===== src/rtl/cpu_pkg.sv =====
// Shared definitions for the multicycle CPU memory-port logic.
package cpu_pkg;

    typedef enum logic [1:0] {
        IDLE    = 2'd0,
        BUSY_IF = 2'd1,
        BUSY_DM = 2'd2
    } arb_state_t;

    // Requester identifiers used for grants and the last-served record
    localparam logic REQ_IF = 1'b0;
    localparam logic REQ_DM = 1'b1;

    localparam int DEF_AW = 32;
    localparam int DEF_DW = 32;

endpackage


===== src/rtl/mem_port_arbiter_rr_pick2.sv =====
// Two-way round-robin picker: on a tie, grants the requester not served last.
module rr_pick2
    import cpu_pkg::*;
(
    input  logic i_req_if,
    input  logic i_req_dm,
    input  logic i_last,
    output logic o_grant
);

    always_comb begin
        if (i_req_if && i_req_dm) begin
            o_grant = (i_last == REQ_IF) ? REQ_DM : REQ_IF;
        end else if (i_req_dm) begin
            o_grant = REQ_DM;
        end else begin
            o_grant = REQ_IF;
        end
    end

endmodule


===== src/rtl/mem_port_arbiter.sv =====
// Shares one memory bus port between instruction fetch and data memory,
// one transaction at a time, with an optional ready timeout.
module mem_port_arbiter
    import cpu_pkg::*;
#(
    parameter int          AW      = DEF_AW,
    parameter int          DW      = DEF_DW,
    parameter int unsigned TIMEOUT = 64
) (
    input  logic          cpu_clk,
    input  logic          reset,
    input  logic          if_req,
    input  logic [AW-1:0] if_addr,
    output logic          if_done,
    output logic [DW-1:0] if_rdata,
    input  logic          dm_req,
    input  logic          dm_we,
    input  logic [AW-1:0] dm_addr,
    input  logic [DW-1:0] dm_wdata,
    output logic          dm_done,
    output logic [DW-1:0] dm_rdata,
    output logic          bus_err,
    output logic          bus_valid,
    output logic          bus_we,
    output logic [AW-1:0] bus_addr,
    output logic [DW-1:0] bus_wdata,
    input  logic          bus_ready,
    input  logic [DW-1:0] bus_rdata
);

    localparam int            CW       = (TIMEOUT > 0) ? $clog2(TIMEOUT + 1) : 1;
    localparam logic [CW-1:0] CNT_LAST = CW'(TIMEOUT - 1);
    localparam bit            TMO_EN   = (TIMEOUT != 0);

    arb_state_t    r_state, w_state_nxt;
    logic          r_last;
    logic [CW-1:0] r_cnt;
    logic          r_if_done, r_dm_done, r_bus_err, r_bus_valid, r_bus_we;
    logic [DW-1:0] r_if_rdata, r_dm_rdata, r_bus_wdata;
    logic [AW-1:0] r_bus_addr;

    logic w_if_elig, w_dm_elig, w_grant_id, w_busy, w_complete, w_abort;

    // A requester is masked in its own done cycle so it cannot be re-granted back-to-back
    assign w_if_elig = if_req && !r_if_done;
    assign w_dm_elig = dm_req && !r_dm_done;

    rr_pick2 u_pick (
        .i_req_if (w_if_elig),
        .i_req_dm (w_dm_elig),
        .i_last   (r_last),
        .o_grant  (w_grant_id)
    );

    always_comb begin
        w_busy      = (r_state != IDLE);
        w_complete  = w_busy && bus_ready;
        w_abort     = w_busy && !bus_ready && TMO_EN && (r_cnt == CNT_LAST);
        w_state_nxt = r_state;
        case (r_state)
            IDLE: begin
                if (w_if_elig || w_dm_elig) begin
                    w_state_nxt = (w_grant_id == REQ_DM) ? BUSY_DM : BUSY_IF;
                end
            end
            default: begin
                if (w_complete || w_abort) begin
                    w_state_nxt = IDLE;
                end
            end
        endcase
    end

    always_ff @(posedge cpu_clk) begin
        if (!reset) begin
            r_state     <= IDLE;
            r_last      <= REQ_IF;
            r_cnt       <= '0;
            r_if_done   <= 1'b0;
            r_dm_done   <= 1'b0;
            r_bus_err   <= 1'b0;
            r_bus_valid <= 1'b0;
            r_bus_we    <= 1'b0;
            r_bus_addr  <= '0;
            r_bus_wdata <= '0;
            r_if_rdata  <= '0;
            r_dm_rdata  <= '0;
        end else begin
            r_state   <= w_state_nxt;
            r_if_done <= 1'b0;
            r_dm_done <= 1'b0;
            r_bus_err <= 1'b0;
            if (r_state == IDLE) begin
                if (w_state_nxt != IDLE) begin
                    r_bus_valid <= 1'b1;
                    r_cnt       <= '0;
                    if (w_grant_id == REQ_DM) begin
                        r_bus_we    <= dm_we;
                        r_bus_addr  <= dm_addr;
                        r_bus_wdata <= dm_wdata;
                    end else begin
                        r_bus_we    <= 1'b0;
                        r_bus_addr  <= if_addr;
                        r_bus_wdata <= '0;
                    end
                end
            end else if (w_complete) begin
                r_bus_valid <= 1'b0;
                if (r_state == BUSY_DM) begin
                    r_last    <= REQ_DM;
                    r_dm_done <= 1'b1;
                    if (!r_bus_we) begin
                        r_dm_rdata <= bus_rdata;
                    end
                end else begin
                    r_last     <= REQ_IF;
                    r_if_done  <= 1'b1;
                    r_if_rdata <= bus_rdata;
                end
            end else if (w_abort) begin
                r_bus_valid <= 1'b0;
                r_bus_err   <= 1'b1;
                if (r_state == BUSY_DM) begin
                    r_dm_done  <= 1'b1;
                    r_dm_rdata <= '0;
                end else begin
                    r_if_done  <= 1'b1;
                    r_if_rdata <= '0;
                end
            end else if (r_cnt != '1) begin
                r_cnt <= r_cnt + CW'(1);
            end
        end
    end

    assign if_done   = r_if_done;
    assign if_rdata  = r_if_rdata;
    assign dm_done   = r_dm_done;
    assign dm_rdata  = r_dm_rdata;
    assign bus_err   = r_bus_err;
    assign bus_valid = r_bus_valid;
    assign bus_we    = r_bus_we;
    assign bus_addr  = r_bus_addr;
    assign bus_wdata = r_bus_wdata;

endmodule


===== config.mk =====
export PLATFORM = sky130hd
export DESIGN_NAME = mem_port_arbiter
export DESIGN_NICKNAME = d
export VERILOG_FILES = /design/src/rtl/cpu_pkg.sv /design/src/rtl/mem_port_arbiter_rr_pick2.sv /design/src/rtl/mem_port_arbiter.sv
export SDC_FILE = /design/constraint.sdc
export NUM_CORES = 1
export LEC_CHECK = 0
export CAP_MARGIN = 10
export CORE_MARGIN = 4
export CORE_UTILIZATION = 30
export DETAILED_ROUTE_END_ITERATION = 8
export DONT_BUFFER_PORTS = 1
export PLACE_DENSITY_LB_ADDON = 0.12
export SYNTH_ARGS = -nofsm -noshare
export SYNTH_HDL_FRONTEND = slang
export SYNTH_SLANG_ARGS = --single-unit

===== constraint.sdc =====
create_clock -name cpu_clk -period 1.7 [get_ports cpu_clk]
set_clock_uncertainty 0.2 [all_clocks]
set_input_delay 0.34 -clock cpu_clk [delete_from_list [all_inputs] [get_ports cpu_clk]]
set_output_delay 0.34 -clock cpu_clk [all_outputs]
set_load 0.02 [all_outputs]

## After elaboration in Yosys (flattened, before gate mapping)

Cells that the tools add are included.

| cells by class | value |
|---|---|
| eq/ne operators | 7 |
| muxes and demuxes | 35 |
| add/subtract/negate cells | 1 |
| reduce and logical (&&, ||, !) cells | 25 |
| bitwise gates (word level) | 3 |

Operator list:

| cell | count |
|---|---|
| $mux 32 | 11 |
| $mux 7 | 5 |
| $mux 1 | 15 |
| $mux 2 | 4 |
| $reduce_and 4->1 | 2 |
| $reduce_bool 2->1 | 4 |
| $add 7x1->7 const B | 1 |
| $eq 7x6->1 const B | 1 |
| $ne 7x7->1 const B | 1 |
| $logic_and 1x1->1 | 6 |
| $ne 2x1->1 const B | 3 |
| $reduce_and 2->1 | 3 |
| $logic_not 1->1 | 3 |
| $not 1->1 | 3 |
| $reduce_and 3->1 | 1 |
| $reduce_bool 3->1 | 1 |
| $reduce_or 3->1 | 1 |
| $eq 2x2->1 const B | 1 |
| $logic_not 2->1 | 1 |
| $logic_or 1x1->1 | 2 |
| $ne 2x2->1 const B | 1 |
| $reduce_or 2->1 | 1 |

| storage, ports and cells | value |
|---|---|
| bits in registers | 143 |
| output and inout bits | 133 |
| logic and storage cells | 83 |

## Logic depth before layout (Yosys ltp)

| depth | value |
|---|---|
| word-level depth | 10 |
| gate-level depth with buffers | 7 |
| gate-level depth less buffers | 5 |

## Cells and area by module

A second synthesis with hierarchy kept.

| unflattened totals | value |
|---|---|
| cell total of the unflattened synthesis | 509 |
| area, all modules | 5331.4 µm² |

Modules (own cells, without submodules):

| module | sequential area each (µm²) | instances | area an instance (µm²) | cells an instance |
|---|---|---|---|---|
| mem_port_arbiter | 2862.7 | 1 | 5320.1 | 508 |
| rr_pick2 | 0.0 | 1 | 11.3 | 1 |

## Least setup slack after synthesis

OpenSTA, ideal clock, no wires.

| path | value |
|---|---|
| kind | reg-to-reg |
| start | register r_cnt[0] |
| end | register r_cnt[5] |
| arrival time | 1507 ps |
| path slack | -126 ps |
| cell stages (with the launch flop) | 6 |
| cells stage by stage | dfxtp_1 ha_1 and4_4 a211oi_1 nor3_2 a211o_1 |

| on the way | value |
|---|---|
| longest elaborated chain between the ends | 8 |

RTL lines:

| what | RTL line | text |
|---|---|---|
| start: declaration | mem_port_arbiter.sv:37 | `logic [CW-1:0] r_cnt;` |
| start signal: assignment | mem_port_arbiter.sv:131 | `r_cnt <= r_cnt + CW'(1);` |
| $eq 7x6->1 | mem_port_arbiter.sv:58 | `w_abort = w_busy && !bus_ready && TMO_EN && (r_cnt == CNT_LAST);` |
| $logic_and 1x1->1 | mem_port_arbiter.sv:58 |  |
| $logic_or 1x1->1 | mem_port_arbiter.sv:67 | `if (w_complete \|\| w_abort) begin` |
| $mux 2 | mem_port_arbiter.sv:67 |  |
| $mux 2 | mem_port_arbiter.sv:60 | `case (r_state)` |
| $reduce_bool 2->1 | mem_port_arbiter.sv:94 | `if (w_state_nxt != IDLE) begin` |
| $ne 2x1->1 (no source line) | n/a |  |
| $reduce_and 4->1 (no source line) | n/a |  |

Parallel ways exist; a longest one is shown, timed or not. The select of a mux whose other input is x is not followed.
A chain may end at the register's enable or synchronous reset.

## Worst setup path after layout

| path | value |
|---|---|
| start | register r_cnt[1] |
| end | register r_if_rdata[15] (netlist: if_rdata[15]) |

| on the way | value |
|---|---|
| longest elaborated chain between the ends | 4 |

RTL lines:

| what | RTL line | text |
|---|---|---|
| $eq 7x6->1 | mem_port_arbiter.sv:58 |  |
| $logic_and 1x1->1 | mem_port_arbiter.sv:58 |  |
| $reduce_bool 2->1 (no source line) | n/a |  |
| $reduce_and 3->1 (no source line) | n/a |  |
| end signal: assignment | mem_port_arbiter.sv:118 | `r_if_rdata <= bus_rdata;` |
| end: declaration | mem_port_arbiter.sv:39 | `logic [DW-1:0] r_if_rdata, r_dm_rdata, r_bus_wdata;` |

No other way between the ends.

==> qor.txt <==
status: finished, violations left
failing checks: negative setup slack
Synth cell types: 41
HP Class: input port to register
Clock Sinks: 143
DRT Pass-1 Iters: 7
R2R cell count: 6
Max Cap Violations: 0
Yosys Warn Count: 0
layout cell share with drive strength beyond 1: 0.152
Horiz. Die Dim: 141 um
Final nets: 815
vias per cell: 5.34
Root Driver: clkbuf_16
share of power burned in registers: 0.463
period utilisation layout: 1.05
Overall Power: 8.75 mW
number of global-route vias before repair: 4960
worst skew pair latency: 0.41 ns
share of the yosys chip area belonging to registers: 0.543
Total GRT Usage: 0.171
Psw: 2.43 mW
CP Class: register to register
clk buf depth: 2
arrival time worst endpoint: 1.85 ns
Post-synth top cells: dfxtp_1 (143), nand2_1 (97), a22o_1 (65)
Hold Path Depth: 3
Slew @ Worst Pin: 0.464 ns
Max Clock Freq: 0.558 GHz
most common cell in the synthesized netlist: dfxtp_1
Remaining Overflow, GRT: 0
initial antenna violation count: 0
core area: 17200 sq um
CP startpoint kind: register
syn_area_per_cell: 9.76 sq um
WL final: 17900 um
RePlAce Congestion: 0.727
LEAKAGE: 2.97 nW
TritonCTS Buffers: 17
end of the worst hold path: bus_addr[16]
Iteration-0 DRC Markers: 235
ANT nets after route: 0
Fillers: 1532
Yosys top cell area share: 0.543
flops & latches, synth: 143
PwrDens: 1120 nW/um^2
post-synth top area cell: dfxtp_1
synthesized area: 5270 sq um
Logic pwr share: 0.129
Hold Path Origin: reset
Worst Path Max Fanout: 8
Post-synth ARST share: 0
most area-consuming cells after synthesis: dfxtp_1 (54%), a22o_1 (11%), nand2_1 (6.9%)
Setup TNS: -3.35 ns
Net Sw Frac: 0.278
die footprint: 19700 sq um
ANT cells: 0
Slew Viols, Final: 0
Post-synth EDFFs: 0
reg2reg setup slack: -0.09 ns
TritonCTS clock tree: yes
Clock Pin Slew Worst Setup and Hold Paths: 0.06 ns
fin util: 0.455
Rows: 48
first-pass GRT wire length: 27100 um
Final Hold Vio Count: 0
minimum period implied by the final worst setup slack: 1.79 ns
largest net degree at the start of global routing: 66
Die H: 141 um
Port-buffer cells: 0
Top FF cell, synth: dfxtp_1
Setup WS post-layout: -0.0911 ns
final instance area: 7840 sq um
Syn Inst Count: 540
WL/cell: 19.5 um
RSZ-0062 raised after global routing: yes
critical register-to-register path endpoint: if_rdata[15]
Clock power frac: 0.408
DP Area: 5610 sq um
Ports: 267
synthesized net count: 675
VDD IR max: 0.700 mV
CP Data Required Time: 1.76 ns
internal power: 6.32 mW
# H-tree levels: 4
Slew HR: 0.691
CP endpoint kind: register
r2r startpoint: r_cnt[1]
Initial Util: 0.306
DR vias: 4906
hpwl dp: 10500 um
area added between synthesis and finish: 48.9%
DR DRC count: 0
final setup violation count: 70
-- metal layers --
metal	GRT usage	routed length, um
met3	0.0710	1710
met2	0.278	8710
met5	0	0
met4	0.0607	351
met1	0.203	7170
-- power groups by stage --
stage	Sequential (mW)	Combinational, mW	Clock (mW)
finish	4.05	1.12	3.57
global route	4.08	1.23	3.82
CTS	4.05	1.05	3.66
detailed placement	4.12	0.723	0
global placement	4.13	0.702	0
floorplan	4.05	0.567	0
-- critical path, stage by stage (launching register included) --
cell and delay (ns):
dfxtp_2 0.35, ha_4 0.13, and4_4 0.24, nand3b_1 0.18
nand2b_4 0.25, clkbuf_16 0.20, a311oi_1 0.09
-- sequential cells by signal, summed over array words and instances (netlist names) --
name,cells
dm_done,1
bus_addr,32
if_done,1
dm_rdata,32
r_cnt,7
bus_err,1
bus_valid,1
bus_wdata,32
r_last,1
r_state,2
if_rdata,32
bus_we,1
-- how the worst max path moves through the flow --
stage,depth (start not counted),slack (ns),to,startpoint
after detailed placement,5,-0.16,dm_rdata[20],r_cnt[1]
after global placement,5,-0.14,dm_rdata[11],r_cnt[1]
after CTS,5,-0.10,dm_rdata[20],r_cnt[1]
final,6,-0.09,if_rdata[15],r_cnt[1]
after floorplan,6,-0.07,dm_rdata[0],r_cnt[1]
after global routing,6,-0.13,if_rdata[2],r_cnt[1]
-- layout by cell type (no fill, tap or decap), types with 3 or more instances in the layout --
| cell type | n |
|---|---|
| clkbuf_1 | 3 |
| buf_12 | 7 |
| clkinvlp_4 | 3 |
| nand3_1 | 3 |
| and3_1 | 6 |
| a21o_1 | 4 |
| a311oi_1 | 18 |
| buf_4 | 25 |
| nand2_1 | 97 |
| o31a_4 | 3 |
| dfxtp_2 | 3 |
| dfxtp_1 | 140 |
| dlygate4sd3_1 | 130 |
| nor2_2 | 3 |
| a311oi_2 | 14 |
| nor2_1 | 3 |
| nor2b_1 | 3 |
| o21ai_0 | 35 |
| clkbuf_16 | 22 |
| a22o_1 | 65 |
| a31oi_1 | 32 |
| a21oi_1 | 33 |
| clkbuf_8 | 4 |
-- cells by family (layout without fill, tap and decap cells) --
| group | Yosys count | after routing | share of synthesized area |
|---|---|---|---|
| AOI/OAI and AO/OA | 217 | 219 | 0.296 |
| buffers and inverters | 52 | 203 | 0.0532 |
| adders and majority gates | 1 | 1 | 0.00237 |
| and+or+nand+nor | 127 | 127 | 0.105 |
| DFF | 143 | 143 | 0.543 |
-- area by class of cell --
class	count	area (sq um)	area share
sequential	143	2870	0.365
multi-input combinational	347	2320	0.296
timing repair buffer	169	1790	0.229
clock buffer	24	492	0.0627
tap	225	282	0.0359
clock inverter	8	80.1	0.0102
inverter	2	7.51	0.000957
-- metrics by stage --
step	worst slack (ns)	cells	hold WS (ns)
floorplan	-0.0731	540	0.266
global placement	-0.144	745	0.267
detailed placement	-0.159	745	0.269
CTS	-0.104	912	0.0218
global route	-0.133	918	0.0311
finish	-0.0911	918	0.0411
-- what timing repair did --
action                     CTS  global route
setup buffers                1             1
resized for setup           10            19
gates cloned                 3             5
hold endpoints to repair   136             0
hold buffers               131             0
setup endpoints to repair   67           107
pin swaps                    9             4
No activity file was read; power rests on OpenSTA's default activity.
